**src/rtl/histo_readout_seq_pkg.sv**
```systemverilog
// Shared types and constants for the histogram readout sequencer.
// The sequencer scans a channel range and streams a channel-number header plus the histogram words of each channel.
package histo_readout_seq_pkg;

    localparam int DEF_NCHAN      = 64;
    localparam int DEF_NHIST      = 8;
    localparam int BYTES_PER_CHAN = 1 + 4 * DEF_NHIST;

    typedef enum logic [3:0] {
        S_IDLE,
        S_SELECT,
        S_WAIT,
        S_CAPTURE,
        S_HEADER,
        S_SEND,
        S_CLEAR,
        S_NEXT,
        S_DONE
    } state_t;

    // Size of one channel packet: one header byte, then four bytes for each histogram word.
    function automatic int bytes_per_chan(input int nhist);
        return 1 + 4 * nhist;
    endfunction

endpackage

```
**src/rtl/hist_word_serializer.sv**
```systemverilog
// Captures one channel's histogram words and sends them as a valid/ready byte stream.
// Byte order is the channel header, then word 0 upward, with each word least-significant byte first.
module hist_word_serializer
    import histo_readout_seq_pkg::*;
#(
    parameter int NHIST = DEF_NHIST
) (
    input  logic                  clk_adc,
    input  logic                  rst,
    input  logic                  capture,
    input  logic [7:0]            chan,
    input  logic [32*NHIST-1:0]   histosin,
    input  logic                  tx_ready,
    output logic [7:0]            tx_data,
    output logic                  tx_valid,
    output logic                  hdr_ack,
    output logic                  last_ack
);

    localparam int NDATA = bytes_per_chan(NHIST) - 1;
    localparam int DW    = (NDATA > 1) ? $clog2(NDATA) : 1;
    localparam logic [DW-1:0] LAST_IDX = DW'(NDATA - 1);

    logic [7:0]    byte_buf [NDATA];
    logic          hdr_phase;
    logic [DW-1:0] data_idx;
    logic [DW-1:0] idx_next;
    logic          handshake;

    assign handshake = tx_valid && tx_ready;
    assign idx_next  = data_idx + 1'b1;
    assign hdr_ack   = handshake && hdr_phase;
    assign last_ack  = handshake && !hdr_phase && (data_idx == LAST_IDX);

    // The capture buffer is pure datapath; it is always loaded before it is read, so it needs no reset.
    always_ff @(posedge clk_adc) begin
        if (capture) begin
            for (int b = 0; b < NDATA; b++) begin
                byte_buf[b] <= histosin[8*b +: 8];
            end
        end
    end

    // The output register changes only on capture or on a handshake, so the byte holds while the consumer stalls.
    always_ff @(posedge clk_adc or posedge rst) begin
        if (rst) begin
            tx_valid  <= 1'b0;
            tx_data   <= 8'd0;
            hdr_phase <= 1'b0;
            data_idx  <= '0;
        end else if (capture) begin
            tx_valid  <= 1'b1;
            tx_data   <= chan;
            hdr_phase <= 1'b1;
            data_idx  <= '0;
        end else if (handshake) begin
            if (hdr_phase) begin
                hdr_phase <= 1'b0;
                tx_data   <= byte_buf[0];
            end else if (data_idx == LAST_IDX) begin
                tx_valid  <= 1'b0;
            end else begin
                data_idx  <= idx_next;
                tx_data   <= byte_buf[idx_next];
            end
        end
    end

endmodule

```
**src/rtl/histo_readout_seq.sv**
```systemverilog
// Scan sequencer: for each channel it selects the channel, waits for the datapath to settle, and captures the histograms.
// It then streams the captured data and can clear the channel's histograms before moving to the next channel.
module histo_readout_seq
    import histo_readout_seq_pkg::*;
#(
    parameter int NCHAN  = DEF_NCHAN,
    parameter int NHIST  = DEF_NHIST,
    parameter int SETTLE = 3,
    parameter int CLRCYC = 3
) (
    input  logic                clk_adc,
    input  logic                rst,
    input  logic                start,
    input  logic [7:0]          first_chan,
    input  logic [7:0]          last_chan,
    input  logic                clear_after_read,
    input  logic [32*NHIST-1:0] histosin,
    output logic [7:0]          histostosend,
    output logic                resethist,
    output logic [7:0]          tx_data,
    output logic                tx_valid,
    input  logic                tx_ready,
    output logic                busy,
    output logic                done,
    output logic                err
);

    localparam logic [7:0] SETTLE_LAST = 8'(SETTLE - 1);
    localparam logic [7:0] CLR_LAST    = 8'(CLRCYC - 1);

    state_t     state, state_n;
    logic [7:0] chan;
    logic [7:0] last_q;
    logic       clear_q;
    logic [7:0] settle_cnt;
    logic [7:0] clr_cnt;
    logic       rej_q;
    logic       range_ok;
    logic       hdr_ack;
    logic       last_ack;

    assign range_ok  = (first_chan <= last_chan) && (32'(last_chan) < NCHAN);
    assign busy      = (state != S_IDLE);
    assign done      = (state == S_DONE) || rej_q;
    assign resethist = (state == S_CLEAR);

    always_comb begin
        state_n = state;
        case (state)
            S_IDLE:    if (start && range_ok) state_n = S_SELECT;
            S_SELECT:  state_n = S_WAIT;
            S_WAIT:    if (settle_cnt == SETTLE_LAST) state_n = S_CAPTURE;
            S_CAPTURE: state_n = S_HEADER;
            S_HEADER:  if (hdr_ack) state_n = S_SEND;
            S_SEND:    if (last_ack) state_n = clear_q ? S_CLEAR : S_NEXT;
            S_CLEAR:   if (clr_cnt == CLR_LAST) state_n = S_NEXT;
            S_NEXT:    state_n = (chan == last_q) ? S_DONE : S_SELECT;
            S_DONE:    state_n = S_IDLE;
            default:   state_n = S_IDLE;
        endcase
    end

    // A rejected range leaves the FSM in IDLE; rej_q supplies the done pulse for that case.
    // The channel never increments past last_q, so the counter cannot wrap.
    always_ff @(posedge clk_adc or posedge rst) begin
        if (rst) begin
            state        <= S_IDLE;
            chan         <= 8'd0;
            last_q       <= 8'd0;
            clear_q      <= 1'b0;
            settle_cnt   <= 8'd0;
            clr_cnt      <= 8'd0;
            histostosend <= 8'd0;
            err          <= 1'b0;
            rej_q        <= 1'b0;
        end else begin
            state <= state_n;
            rej_q <= 1'b0;
            if (state == S_IDLE && start) begin
                if (range_ok) begin
                    chan    <= first_chan;
                    last_q  <= last_chan;
                    clear_q <= clear_after_read;
                    err     <= 1'b0;
                end else begin
                    err     <= 1'b1;
                    rej_q   <= 1'b1;
                end
            end
            if (state == S_SELECT) histostosend <= chan;
            settle_cnt <= (state == S_WAIT)  ? settle_cnt + 8'd1 : 8'd0;
            clr_cnt    <= (state == S_CLEAR) ? clr_cnt + 8'd1    : 8'd0;
            if (state == S_NEXT && chan != last_q) chan <= chan + 8'd1;
        end
    end

    hist_word_serializer #(
        .NHIST(NHIST)
    ) u_serializer (
        .clk_adc  (clk_adc),
        .rst      (rst),
        .capture  (state == S_CAPTURE),
        .chan     (chan),
        .histosin (histosin),
        .tx_ready (tx_ready),
        .tx_data  (tx_data),
        .tx_valid (tx_valid),
        .hdr_ack  (hdr_ack),
        .last_ack (last_ack)
    );

endmodule

```
**config.mk**
```make
export PLATFORM = sky130hd
export DESIGN_NAME = histo_readout_seq
export DESIGN_NICKNAME = d
export VERILOG_FILES = /design/src/rtl/histo_readout_seq_pkg.sv /design/src/rtl/hist_word_serializer.sv /design/src/rtl/histo_readout_seq.sv
export SDC_FILE = /design/constraint.sdc
export NUM_CORES = 1
export LEC_CHECK = 0
export BUFFER_PORTS_ARGS = -buffer_cell sky130_fd_sc_hd__buf_2
export CAP_MARGIN = 20
export CELL_PAD_IN_SITES_DETAIL_PLACEMENT = 0
export CELL_PAD_IN_SITES_GLOBAL_PLACEMENT = 2
export CORE_ASPECT_RATIO = 1.4
export CORE_MARGIN = 2
export CORE_UTILIZATION = 41
export DETAILED_ROUTE_END_ITERATION = 10
export GPL_TIMING_DRIVEN = 0
export PLACE_DENSITY_LB_ADDON = 0.1
export SLEW_MARGIN = 20
export SYNTH_ARGS = -nofsm -noshare
export SYNTH_HDL_FRONTEND = slang
export SYNTH_SLANG_ARGS = --single-unit
export TNS_END_PERCENT = 5
```
**constraint.sdc**
```tcl
create_clock -name clk_adc -period 8.6 [get_ports clk_adc]
set_input_delay 1.72 -clock clk_adc [delete_from_list [all_inputs] [get_ports clk_adc]]
set_output_delay 1.72 -clock clk_adc [all_outputs]
set_load 0.03 [all_outputs]
```
Yosys cells after proc, flatten, opt, wreduce, memory -nomap -nowiden

Memories as Yosys holds them, arrays and structs flattened.
Cells that the tools add are included.

Bits in registers: 62
Latch bits: 0
Bits in writable memories: 256
Bits in read-only memories: 0
Bits of input ports: 277
Output and inout port bits: 21
Word-level logic and storage cells: 94
Memories: 1

Memories:

| name                  | words | bits a word | read ports | clocked after Yosys merged registers in | wr ports | RTL line                   | RTL |
|---|---|---|---|---|---|---|---|
| u_serializer.byte_buf | 32    | 8           | 2          | 0                                       | 32       | hist_word_serializer.sv:24 | `logic [7:0] byte_buf [NDATA];` |

$add $sub $neg: 4
Multipliers: 0
Divide/modulo/power cells: 0
Magnitude comparators: 2
Equal/unequal tests: 21
Shifts and indexed selects: 0
Muxes and demuxes: 31
Bitwise operators: 0
Reduce and logical (&&, ||, !) cells: 22

Operators with widths:

| kind                  | count |
|---|---|
| $mux W8               | 9 |
| $pmux W4 S8           | 1 |
| $add A8 B1 Y8 const B | 3 |
| $mux W4               | 6 |
| $mux W5               | 4 |
| $eq A4 B3 Y1 const B  | 4 |
| $eq A8 B2 Y1 const B  | 2 |
| $mux W1               | 11 |
| $eq A4 B2 Y1 const B  | 2 |
| $eq A8 B8 Y1          | 1 |
| $le A8 B8 Y1          | 1 |
| $logic_and A1 B1 Y1   | 8 |
| $lt A8 B7 Y1 const B  | 1 |
| $ne A2 B2 Y1 const B  | 4 |
| $ne A8 B8 Y1          | 1 |
| $reduce_bool A2 Y1    | 4 |
| $ne A2 B1 Y1 const B  | 3 |
| $reduce_and A2 Y1     | 3 |
| $reduce_and A3 Y1     | 2 |
| $add A5 B1 Y5 const B | 1 |
| $eq A5 B5 Y1 const B  | 1 |
| $reduce_and A5 Y1     | 1 |
| $eq A4 B1 Y1 const B  | 1 |
| $eq A4 B4 Y1 const B  | 1 |
| 5 further kinds       | 5 |

Longest topological paths before layout

An unclocked memory read counts as a cell.

Depth after elaboration: 6
Gate-level depth with buffers: 10
Gate-level depth less buffers: 8

Cells and area by module

Synthesis repeated with hierarchy kept, for this count alone.

Cell total of the unflattened synthesis: 760
Area, all modules: 13123.8 um^2

Modules (own cells, without submodules):

| module               | instances | cells each | area an instance (um^2) | seq. area each (um^2) |
|---|---|---|---|---|
| hist_word_serializer | 1         | 511        | 10598.9                 | 8062.7 |
| histo_readout_seq    | 1         | 249        | 2524.9                  | 1176.1 |

Least setup slack after synthesis

OpenSTA, ideal clock, no wires.

Kind: reg2reg
Start point: register state[0]
End point: register u_serializer.tx_data[0]
Library setup time: 0.077 ns
Data arrival time: 4.618 ns
Slack: 3.904 ns
Stages on the path, launching flop included: 10
Clock period less this slack: 4.696 ns
Cells stage by stage: dfrtp_1 clkbuf_1 nand4bb_1 inv_1 buf_2 buf_2 nand2_1 o31ai_1 o31ai_1 a21oi_1

Word-level cells in the longest chain between the ends: 3
Elaborated cells on any way between the ends: 5
Those cells by class: 2 x eq/ne; 1 x mux; 2 x reduce/logical

Ends and longest elaborated chain:

| item                                                                       | RTL line                   | RTL |
|---|---|---|
| start: declaration                                                         | histo_readout_seq.sv:31    | `state_t state, state_n;` |
| start signal: assignment                                                   | histo_readout_seq.sv:77    | `state <= state_n;` |
| $eq A4 B2 Y1 *                                                             | histo_readout_seq.sv:102   | `.capture (state == S_CAPTURE),` |
| via u_serializer.capture                                                   | hist_word_serializer.sv:10 | `input logic capture,` |
| $ne A3 B1 Y1 (no source line) / $reduce_bool A2 Y1 (equally long branches) | n/a                        |  |
| $reduce_and A2 Y1 (no source line)                                         | n/a                        |  |
| end signal: assignment                                                     | hist_word_serializer.sv:53 | `tx_data <= chan;` |
| end signal: assignment                                                     | hist_word_serializer.sv:59 | `tx_data <= byte_buf[0];` |
| end signal: assignment                                                     | hist_word_serializer.sv:64 | `tx_data <= byte_buf[idx_next];` |
| end: declaration                                                           | hist_word_serializer.sv:14 | `output logic [7:0] tx_data,` |

Mark *: on every way through the listed nets, which the timed path passes. The rest lies on a longest branch.
A chain may end at the register's enable or synchronous reset.

Worst setup path after layout

Start point: register state[0]
End point: output port resethist

Word-level cells in the longest chain between the ends: 1

Ends and longest elaborated chain:

| item             | RTL line                | RTL |
|---|---|---|
| $eq A4 B3 Y1     | histo_readout_seq.sv:45 | `assign resethist = (state == S_CLEAR);` |
| end: declaration | histo_readout_seq.sv:19 | `output logic resethist,` |

Every way passes these cells.

==> impl_metrics.yaml <==
grt:
  antenna_found_initial: 16
  grt_pass1_wl_mm: 51.6
  track_usage_pct: 20.4
  first_global_vias: 8774
  grt_overflow: 0
  grt_max_degree: 83
worst_setup_path:
  startpoint_type: "flop"
  worst-setup-path-type: "reg -> out"
  required_ns: 6.88
  cp-end-kind: "primary output"
  cp_max_fo: 10
  worstPathArrival_ns: 2.02
timing:
  worstMarginPinSlew_ns: 1.02
  finalHoldViolCount: 0
  slew_violations: 0
  slew_headroom_pct: 31.6
  period_share_pct: 43.5
  finClkSkew_ns: 0.00651
  rsz0062_at_grt: "no"
  fmax_mhz: 268
  setup_viol: 0
  setup_tns_ns: 0
  hold_ws_ns: 0.502
  fin_crit_ns: 3.74
logic_synthesis:
  synth-seq-cells: 318
  yosys.area_share.xor_xnor_pct: 1.90
  syn_area_um2: 13400
  syn_area_per_cell_um2: 16.0
  synth_top_family_by_area: "multiplexers"
  syn_nets: 1132
  synth.area.mux_share_pct: 11.3
  synthArstFlopShare_pct: 19.5
  yosysSeqAreaShare_pct: 68.8
  synthAdderAreaFrac_pct: 1.40
  synth-edff-count: 256
  yosysWarningCount: 0
  yosys.area_share.simple_pct: 8.28
  ys_types: 62
  synth-compound-area-share_pct: 6.11
  synth_ff_type: "edfxtp_1"
  netlist_instances: 840
clock_network:
  clock_sinks: 318
  cts-root-buf: "clkbuf_16"
  hold_buffers: 0
  cts_tree: "built"
  worstSkewPairLatency_ns: 0.56
  clk_pin_slew_worst_paths_ns: 0.06
  ctsHtreeMaxLevel: 1
  cts_setup_buffers: 0
  post_cts_resized: 0
  clock_path_buffers: 3
  cts_made_buffers: 31
detailed_routing:
  wl_per_cell_um: 21.1
  route.detailed.drc: 0
  wl_mm: 34.7
  drtIter0Drc: 444
  routed_via_density: 5.09
  vias: 8371
  drtAntennaViolNets: 0
  drt-pass1-iter-count: 5
worst_hold_path:
  hp-class: "reg -> reg"
power_and_ir_drop:
  p_switching_w: 0.00198
  p_per_area_nw_per_um2: 339
  p_leak_nw: 6.48
  p_int_w: 0.00365
  power.share.combinational_pct: 38.5
  worst_ir_drop_vdd_v: 0.000242
  clock_power_share_pct: 23.8
  power_frac_seq_pct: 37.6
  switching_share_pct: 35.2
placement:
  port_buffers: 297
  hpwlAfterDp_mm: 25.9
  post_dp_cell_area_um2: 15600
  gp_congestion: 0.774
layout:
  final_common_cell: "buf_2"
  area_growth_pct: 23.6
  nNetsFinal: 1466
  final_area_um2: 16600
  final_cell_mix: "buf_2, edfxtp_1, nand2_1, dfrtp_1, nand3_1"
  drive_above_1_share_pct: 34.9
floorplanning:
  die_w_um: 157
  start_util_pct: 41.6
  die_h_um: 218
  rows: 78
  io_pins: 298
  die-area_um2: 34200
  core_um2: 32300
outcome:
  status: "completed"
flow_run:
  cap_violations: 0
==> cells by family (layout without fill, tap and decap cells) <==
logic type / count (synthesis) / in the layout
compound gates: 114 / 114
xor+xnor: 27 / 27
fa+ha+maj: 15 / 15
buf+inv: 61 / 414
flops: 318 / 318
mux: 82 / 82
other cells: 0 / 10
simple gates: 223 / 223
==> through the flow <==
step | setup WS, ns | util (%) | cells | total power (W)
final | 4.86 | 51.4 | 1643 | 0.00563
after global placement | 2.11 | 47.9 | 1577 | 0.00438
after floorplan | 3.90 | - | 840 | 0.00362
after global routing | 4.62 | 51.4 | 1642 | 0.00595
after CTS | 4.77 | 51.3 | 1633 | 0.00572
after detailed placement | 4.68 | 48.2 | 1581 | 0.00437
==> cell type report <==
type,instances,area (um^2)
diodes,10,25.0
clock buffers,34,787
fillers,2826,15700
plain buffers,42,239
inverters,19,73.8
clock inverters,18,204
multi-input cells,461,3890
well taps,440,551
repair buffers,301,1590
flip-flops and latches,318,9240
==> registers in the layout (all words and copies together), names as in the netlist, 4 cells and up <==
signal and cells:
histostosend 8, clr_cnt 8, settle_cnt 8, last_q 8
u_serializer.byte_buf 256, u_serializer.data_idx 5, state 4, chan 8
u_serializer.tx_data 8
==> synthesized netlist by cell type (all sizes together), types with 5 or more instances <==
cell	count	area share (%)
a2111oi	7	0.46
inv	19	0.53
o21ai	13	0.48
and3	18	0.84
xor2	20	1.4
a22o	8	0.52
nor2b	7	0.33
a21oi	27	1.0
o31ai	15	0.88
buf	19	1.1
mux2	10	0.84
mux4	48	8.6
nor3b	8	0.45
xnor2	7	0.46
nor2	34	0.97
a32oi	7	0.46
clkbuf	23	0.64
nand3	35	1.3
nor3	7	0.30
edfxtp	256	57
mux2i	24	1.8
nand2	75	2.1
dfrtp	62	12
nand2b	8	0.37
ha	15	1.4
o22ai	8	0.37
nand4	9	0.42
and2	5	0.23
==> path summary, 6_finish.rpt <==
path | from | to | slack, ns | cells past startpoint
max | state[0] | resethist | 4.86 | 5
min | histostosend[7] | histostosend[7] | 0.50 | 1
max reg2reg | state[0] | u_serializer.byte_buf[16][0] | 5.20 | 8
min reg2reg | histostosend[7] | histostosend[7] | 0.50 | 1
max in group asynchronous | rst | histostosend[5] | 6.90 | 3
min in group asynchronous | rst | clr_cnt[0] | 1.15 | 2
==> per-layer routing <==
metal	part of all wire (%)	up-vias	GRT usage (%)
met3	5.9	64	4.38
met5	0.22	-	0
met1	37	4053	23.7
met2	54	262	36.4
met4	3.1	12	8.13
li1	-	3980	-
==> power by group through the flow <==
stage               Clock, W  Combinational (W)  Sequential, W
floorplan                  0            0.00142        0.00220
global placement           0            0.00220        0.00218
detailed placement         0            0.00222        0.00215
CTS                  0.00138            0.00222        0.00212
global route         0.00143            0.00237        0.00215
finish               0.00134            0.00217        0.00212
==> worst max-delay path, stage by stage (launching register included) <==
cell and delay [ns]:
dfrtp_1 0.32, clkbuf_1 0.34, nand4bb_1 0.18, clkbuf_1 0.37, inv_1 0.07, buf_2 0.18
(Power assumes the default switching activity.)
